==> src/rtl/cpu_clock_ctrl_pkg.sv <==
// Shared types for the CPU clock-enable controller: FSM state encoding and
// board mode-switch values.
package cpu_clock_ctrl_pkg;

    typedef enum logic [2:0] {
        ST_STOP = 3'd0,
        ST_RUN  = 3'd1,
        ST_DBG  = 3'd2,
        ST_STEP = 3'd3,
        ST_HALT = 3'd4
    } state_e;

    localparam logic [1:0] MODE_STOP = 2'b00;
    localparam logic [1:0] MODE_RUN  = 2'b01;
    localparam logic [1:0] MODE_DBG  = 2'b10;
    localparam logic [1:0] MODE_STEP = 2'b11;

    function automatic state_e mode_to_state(input logic [1:0] mode);
        state_e st;
        case (mode)
            MODE_RUN:  st = ST_RUN;
            MODE_DBG:  st = ST_DBG;
            MODE_STEP: st = ST_STEP;
            default:   st = ST_STOP;
        endcase
        return st;
    endfunction

endpackage

==> src/rtl/cpu_clock_ctrl_key_debounce.sv <==
// Level debouncer for the step push button: the output follows the input only
// after DEBOUNCE_CYCLES consecutive cycles of disagreement. Output idles high.
module key_debounce #(
    parameter int unsigned DEBOUNCE_CYCLES = 500000
) (
    input  logic clk_i,
    input  logic rst_ni,
    input  logic key_i,
    output logic key_o
);

    localparam int unsigned CW = (DEBOUNCE_CYCLES > 1) ? $clog2(DEBOUNCE_CYCLES) : 1;
    localparam logic [CW-1:0] CNT_LAST = CW'(DEBOUNCE_CYCLES - 1);

    logic [CW-1:0] cnt_q, cnt_d;
    logic          key_q, key_d;

    always_comb begin
        cnt_d = cnt_q;
        key_d = key_q;
        if (key_i == key_q) begin
            cnt_d = '0;
        end else if (cnt_q == CNT_LAST) begin
            key_d = key_i;
            cnt_d = '0;
        end else begin
            cnt_d = cnt_q + CW'(1);
        end
    end

    always_ff @(posedge clk_i or negedge rst_ni) begin
        if (!rst_ni) begin
            cnt_q <= '0;
            key_q <= 1'b1;
        end else begin
            cnt_q <= cnt_d;
            key_q <= key_d;
        end
    end

    assign key_o = key_q;

endmodule

==> src/rtl/cpu_clock_ctrl.sv <==
// Turns divider taps / step button into single-cycle CPU clock enables on CLOCK_50.
// Optional active-cycle counter enabled by defining CPU_CLOCK_CTRL_CYCLE_COUNT_EN.
module cpu_clock_ctrl
    import cpu_clock_ctrl_pkg::*;
#(
    parameter int unsigned DEBOUNCE_CYCLES = 500000,
    parameter int unsigned CNT_W           = 32
) (
    input  logic             CLOCK_50,
    input  logic             reset,
    input  logic             divclock,
    input  logic             depclock,
    input  logic [1:0]       mode_sel,
    input  logic             step_key,
    input  logic             halt_req,
    output logic             cpu_en,
    output logic [2:0]       state_o,
    output logic [3:0]       LEDR,
    output logic [CNT_W-1:0] cycle_count
);

    logic [1:0] mode_s1_q, mode_s2_q;
    logic       key_s1_q, key_s2_q;
    logic       div_q, dep_q;
    logic       key_db;
    logic       key_db_q;
    state_e     state_q, state_d;
    logic       cpu_en_q, cpu_en_d;
    logic [3:0] led_q, led_d;
    logic       div_rise, dep_rise, press, en_src;

    always_ff @(posedge CLOCK_50 or negedge reset) begin
        if (!reset) begin
            mode_s1_q <= '0;
            mode_s2_q <= '0;
            key_s1_q  <= 1'b0;
            key_s2_q  <= 1'b0;
            div_q     <= 1'b0;
            dep_q     <= 1'b0;
            key_db_q  <= 1'b1;
        end else begin
            mode_s1_q <= mode_sel;
            mode_s2_q <= mode_s1_q;
            key_s1_q  <= step_key;
            key_s2_q  <= key_s1_q;
            div_q     <= divclock;
            dep_q     <= depclock;
            key_db_q  <= key_db;
        end
    end

    key_debounce #(
        .DEBOUNCE_CYCLES(DEBOUNCE_CYCLES)
    ) u_key_debounce (
        .clk_i  (CLOCK_50),
        .rst_ni (reset),
        .key_i  (key_s2_q),
        .key_o  (key_db)
    );

    assign div_rise = divclock & ~div_q;
    assign dep_rise = depclock & ~dep_q;
    assign press    = ~key_db & key_db_q;

    always_comb begin
        state_d = state_q;
        if (halt_req) begin
            state_d = ST_HALT;
        end else if (state_q == ST_HALT) begin
            if (mode_s2_q == MODE_STOP) state_d = ST_STOP;
        end else begin
            state_d = mode_to_state(mode_s2_q);
        end
    end

    // Enable sources are gated by the current state, so edges that coincide
    // with a mode change are judged against the old state.
    always_comb begin
        en_src = 1'b0;
        case (state_q)
            ST_RUN:  en_src = div_rise;
            ST_DBG:  en_src = dep_rise;
            ST_STEP: en_src = press;
            default: en_src = 1'b0;
        endcase
        cpu_en_d = en_src & ~halt_req;
        led_d    = cpu_en_d ? led_q + 4'd1 : led_q;
    end

    always_ff @(posedge CLOCK_50 or negedge reset) begin
        if (!reset) begin
            state_q  <= ST_STOP;
            cpu_en_q <= 1'b0;
            led_q    <= '0;
        end else begin
            state_q  <= state_d;
            cpu_en_q <= cpu_en_d;
            led_q    <= led_d;
        end
    end

    assign cpu_en  = cpu_en_q;
    assign state_o = state_q;
    assign LEDR    = led_q;

`ifdef CPU_CLOCK_CTRL_CYCLE_COUNT_EN
    logic [CNT_W-1:0] cyc_q, cyc_d;

    always_comb begin
        cyc_d = cyc_q;
        if ((state_q == ST_RUN || state_q == ST_DBG || state_q == ST_STEP) && cyc_q != '1)
            cyc_d = cyc_q + CNT_W'(1);
    end

    always_ff @(posedge CLOCK_50 or negedge reset) begin
        if (!reset) cyc_q <= '0;
        else        cyc_q <= cyc_d;
    end

    assign cycle_count = cyc_q;
`else
    assign cycle_count = '0;
`endif

endmodule

==> config.mk <==
export PLATFORM = sky130hd
export DESIGN_NAME = cpu_clock_ctrl
export DESIGN_NICKNAME = d
export VERILOG_FILES = /design/src/rtl/cpu_clock_ctrl_pkg.sv /design/src/rtl/cpu_clock_ctrl_key_debounce.sv /design/src/rtl/cpu_clock_ctrl.sv
export SDC_FILE = /design/constraint.sdc
export NUM_CORES = 1
export LEC_CHECK = 0
export BUFFER_PORTS_ARGS = -buffer_cell sky130_fd_sc_hd__buf_2
export CORE_MARGIN = 8
export CORE_UTILIZATION = 44
export CTS_BUF_LIST = sky130_fd_sc_hd__clkbuf_8
export DETAILED_ROUTE_END_ITERATION = 8
export GPL_TIMING_DRIVEN = 1
export PLACE_DENSITY = 0.71
export SYNTH_ARGS = -nofsm -noshare
export SYNTH_HDL_FRONTEND = slang
export SYNTH_SLANG_ARGS = --single-unit
==> constraint.sdc <==
create_clock -name CLOCK_50 -period 3.3 [get_ports CLOCK_50]
set_input_delay 0.33 -clock CLOCK_50 [delete_from_list [all_inputs] [get_ports CLOCK_50]]
set_output_delay 0.33 -clock CLOCK_50 [all_outputs]
set_load 0.05 [all_outputs]
; ---- Yosys cells after proc, flatten, opt, wreduce, memory -nomap -nowiden
; Index checks and enable logic that the tools add are counted.
[word_totals]
regBits = 37
out_inout_bits = 40
elab_cells = 42
input_bits = 8
[classes]
eq_ne = 10
n_addsub = 2
reduce_logical = 2
n_bitwise = 9
n_mux = 7
[ops]
columns = operator, count
row1 = two-way mux 19 bit, 2
row2 = adder 19 x 1 -> 19 bit (second input constant), 1
row3 = equality test 19 bit (second input constant), 1
row4 = two-way mux 3 bit, 3
row5 = equality test 3 x 2 -> 1 bit (second input constant), 2
row6 = case mux 2 bit (3 select lines), 1
row7 = inverter 1 bit, 5
row8 = adder 4 x 1 -> 4 bit (second input constant), 1
row9 = bitwise AND 1 bit, 4
row10 = equality test 2 bit (second input constant), 2
row11 = equality test 3 x 1 -> 1 bit (second input constant), 1
row12 = equality test 3 bit (second input constant), 1
row13 = inequality test 3 x 2 -> 1 bit (second input constant), 1
row14 = case mux 1 bit (3 select lines), 1
row15 = equality test 2 x 1 -> 1 bit (second input constant), 1
row16 = logical NOT 2 bit, 1
row17 = AND reduction 2 bit, 1
row18 = equality test 1 bit, 1

; ---- Longest topological paths before layout
[logic_depth]
depth_word = 4
ltp_mapped = 6
depth_no_buf = 5

; ---- Modules after synthesis
; Synthesis repeated with hierarchy kept, for this count alone.
[hier_totals]
hier_cells = 175
area_unflattened_um2 = 1856.8
[modules_own_cells]
columns = module, instances, cells_each, area_per_inst_um2
row1 = key_debounce, 1, 103, 1031.0
row2 = cpu_clock_ctrl, 1, 72, 825.8

; ---- Worst setup path after synthesis
; OpenSTA, ideal clock, no wires.
[synth_path]
path_type = register to register
startpoint = register u_key_debounce.cnt_q[0]
endpoint = register u_key_debounce.cnt_q[16]
path_stages_with_launch = 6
t_arrival_ns = 1.775
setup_time_ns = 0.078
path_slack_ns = 1.447
path_cell_list = dfrtp_1 ha_1 nand4_4 or4_4 or3_1 a21oi_1
[synth_between]
elab_chain_cells = 3
[synth_rtl]
columns = element, line_no
row1 = from (decl), cpu_clock_ctrl_key_debounce.sv:15  ; logic [CW-1:0] cnt_q, cnt_d;
row2 = from (signal assigned), cpu_clock_ctrl_key_debounce.sv:36  ; cnt_q <= cnt_d;
row3 = adder 19 x 1 -> 19 bit / equality test 19 bit (equally long branches), "cpu_clock_ctrl_key_debounce.sv:27, cpu_clock_ctrl_key_debounce.sv:23"
row4 = two-way mux 19 bit (*), cpu_clock_ctrl_key_debounce.sv:23  ; end else if (cnt_q == CNT_LAST) begin
row5 = two-way mux 19 bit (*), cpu_clock_ctrl_key_debounce.sv:21  ; if (key_i == key_q) begin
row6 = named net u_key_debounce.cnt_d[16], cpu_clock_ctrl_key_debounce.sv:15
; Mark *: on every way through the listed nets, which the timed path passes. The rest lies on a longest branch.
; A chain may end at the register's enable or synchronous reset.

; ---- Worst setup path after layout
[layout_path]
startpoint = register u_key_debounce.cnt_q[5]
endpoint = register u_key_debounce.cnt_q[10]
; Same word-level chain as after synthesis.

==> metrics.csv <==
stage,metric,value,unit
global_routing,GRT Overall Usage,10.2,%
timing,setup TNS,0,ns
clocking,Post-CTS Resized,0,
cells_and_area,post-route insts no fill,243,
route,DR iter-0 viols,60,
setup_path,WP data arrival,2.23,ns
logic_synthesis,top_reg_cell synth,dfrtp_1,
clocking,"Hold-fix buffers, CTS",0,
route,routed length per instance,12.9,um
cells_and_area,share of cells above drive strength 1,18.1,%
timing,Slew headroom,38.0,%
cells_and_area,FF+latch area,928,sq um
clocking,Clock Sinks,37,
global_routing,global-route wire length before repair,5.14,mm
cells_and_area,Area Growth Syn to Fin,6.60,%
route,vias per cell,4.72,
place,dpl hpwl,2.23,mm
pwr,P per Cell Area,535,nW/um^2
clocking,clk_lat worst skew,0.29,ns
logic_synthesis,number of synthesized flops with an enable pin,0,
logic_synthesis,Synth Instances,173,
clocking,postcts setup bufs,0,
logic_synthesis,Synth Warn #,0,
timing,final setup violating endpoints,0,
cells_and_area,Nets,202,
floorplanning,Die Width,81.0,um
clocking,H-tree Lvls,2,
timing,Fmax,479,MHz
clocking,TritonCTS clock tree,yes,
floorplanning,Boundary Pins,48,
setup_path,kind of end point of the critical path,register,
route,TritonRoute pass-1 iters,4,
cells_and_area,number of fill cells,394,
logic_synthesis,"FFs w/ async S/R, synth",100,%
pwr,Max IR drop VDD,0.234,mV
global_routing,total gr overflow,0,
setup_path,Crit Path Max Fanout,17,
timing,"Hold Vio Cnt, Final",0,
timing,Tcrit/Tclk final,63.2,%
job,Max Cap Viol,0,
route,Total Routed Length,3.13,mm
clocking,clk slew on worst S/H paths,0.07,ns
logic_synthesis,most frequent cell after synthesis,dfrtp_1,
logic_synthesis,Synth top area share,47.2,%
timing,clk_skew,0.00272,ns
place,Post-Place Cells,235,
setup_path,Worst Path Required,3.44,ns
global_routing,largest net degree at the start of global routing,38,
route,DRC viols,0,
logic_synthesis,unique cell type count in the Yosys netlist,36,
floorplanning,Die Area,6550,sq um
timing,Tmin final,2.09,ns
timing,Final Max Tran Viols,0,
place,Final GP Congestion,0.786,
clocking,root buffer cell,clkbuf_8,
logic_synthesis,most frequent cells after synthesis,"35 x dfrtp_1, 33 x buf_4, 17 x nor2_1, 8 x xnor2_1, 8 x xor2_1",
logic_synthesis,syn_area_per_cell,10.7,sq um
logic_synthesis,Seq cells post-synth,37,
timing,Worst Tran Pin Value,0.927,ns
route,Vias,1146,
logic_synthesis,Post-Syn Area,1860,sq um
route,post-route ant nets,0,
floorplanning,Starting Density,46.1,%
timing,RSZ-0062 raised after global routing,no,
cells_and_area,Multi-input gate area,782,sq um
logic_synthesis,post-synthesis sequential area ratio,50.0,%
min_path,Min-Delay Path Class,in -> async,
cells_and_area,ANT cells,0,
place,port bufs,15,
global_routing,vias in the first global route,1143,
floorplanning,FP Rows,23,
global_routing,antenna violations before repair,0,
logic_synthesis,synth top area cells,"dfrtp_1 47%, buf_4 13%, xnor2_1 3.8%",
clocking,CTS max path bufs,2,
logic_synthesis,leading area contributor after synthesis,dfrtp_1,
floorplanning,core area,4030,sq um
setup_path,Worst Setup Start Kind,register,
setup_path,kind of critical path,reg -> reg,
floorplanning,Die Span Y,81.0,um
pwr,P_leak,0.932,nW
outcome,status,finished clean,
clocking,total clock buffers created by CTS,5,
==> cell families after synthesis <==
group	Yosys count	share of synthesized area, %
mux	3	1.75
other cells	1	0.202
xor+xnor	16	7.55
buf+inv	37	14.2
simple gates	63	19.8
compound gates	14	5.19
fa+ha+maj	2	1.35
flops	37	50.0
==> worst max-delay path: stages, from the launching register on <==
cell and delay (ns):
dfrtp_1 0.46, nor4b_1 0.29, nand2_1 0.16, o41ai_4 0.90, nor2_1 0.12
==> metal layers <==
metal	vias to the layer above	share of wire, %	GRT usage [%]
met1	542	46	11.7
met3	6	6.9	2.87
li1	562	-	-
met4	0	2.7	7.50
met2	36	45	16.0
met5	-	0	0
==> through the flow <==
stage               hold slack, ns  area [sq um]  util, %  setup slack, ns  power, mW
floorplan                   0.0344          1970        -             1.45      0.657
CTS                          0.131          1980     49.1             1.20       1.07
finish                       0.125          1980     49.1             1.21       1.06
global route                 0.127          1980     49.1             1.04       1.10
detailed placement           0.336          1860     46.1             1.20      0.657
global placement             0.332          1860     46.1             1.27      0.656
==> state kept, by name, indices dropped and copies added (netlist names), 2 cells and up <==
register              count
mode_s1_q                 2
mode_s2_q                 2
state_o                   3
LEDR                      4
u_key_debounce.cnt_q     19
==> where the power goes <==
part	leakage (nW)	total, mW	switching (mW)	internal, mW
logic	0.391	0.162	0.140	0.0221
clock network	0.0574	0.412	0.166	0.246
registers	0.483	0.485	0.0151	0.470
==> cell usage in the layout (no fill, tap or decap), types with 2 or more instances in the layout <==
| master | netlist | final |
|---|---|---|
| conb_1 | 1 | 32 |
| nor3_1 | 4 | 4 |
| or3_1 | 4 | 4 |
| ha_1 | 2 | 2 |
| or2_2 | 2 | 2 |
| o21ai_0 | 5 | 5 |
| a21oi_1 | 6 | 6 |
| nand4_1 | 4 | 4 |
| xor2_1 | 8 | 8 |
| xnor2_1 | 8 | 8 |
| and2_1 | 3 | 3 |
| nor4b_1 | 2 | 2 |
| nand3_1 | 6 | 6 |
| dfrtp_1 | 35 | 35 |
| inv_1 | 3 | 3 |
| dfstp_2 | 2 | 2 |
| nor4_1 | 3 | 3 |
| nor2_1 | 17 | 17 |
| mux2_2 | 2 | 2 |
| nand2_1 | 7 | 7 |
| nor2b_1 | 2 | 2 |
| clkbuf_8 | 0 | 6 |
| buf_2 | 0 | 15 |
==> worst paths after layout <==
path,from,end,slack (ns),depth (start not counted)
min,reset,u_key_debounce.cnt_q[8]$_DFF_PN0_,0.13,1
max,u_key_debounce.cnt_q[5]$_DFF_PN0_,u_key_debounce.cnt_q[10]$_DFF_PN0_,1.21,4
max reg2reg,u_key_debounce.cnt_q[5]$_DFF_PN0_,u_key_debounce.cnt_q[10]$_DFF_PN0_,1.21,4
max in group asynchronous,reset,u_key_debounce.cnt_q[18]$_DFF_PN0_,2.67,1
min reg2reg,mode_s1_q[1]$_DFF_PN0_,mode_s2_q[1]$_DFF_PN0_,0.35,0
min in group CLOCK_50,mode_sel[1],mode_s1_q[1]$_DFF_PN0_,0.14,1
==> final cells by class <==
| class | count | share of cell area [%] |
|---|---|---|
| Sequential cell | 37 | 46.9 |
| Multi-Input combinational cell | 130 | 39.5 |
| Clock buffer | 6 | 4.17 |
| Timing Repair Buffer | 15 | 3.79 |
| Tap cell | 50 | 3.16 |
| Clock inverter | 2 | 1.90 |
| Inverter | 3 | 0.569 |
No activity file was read; power rests on OpenSTA's default activity.
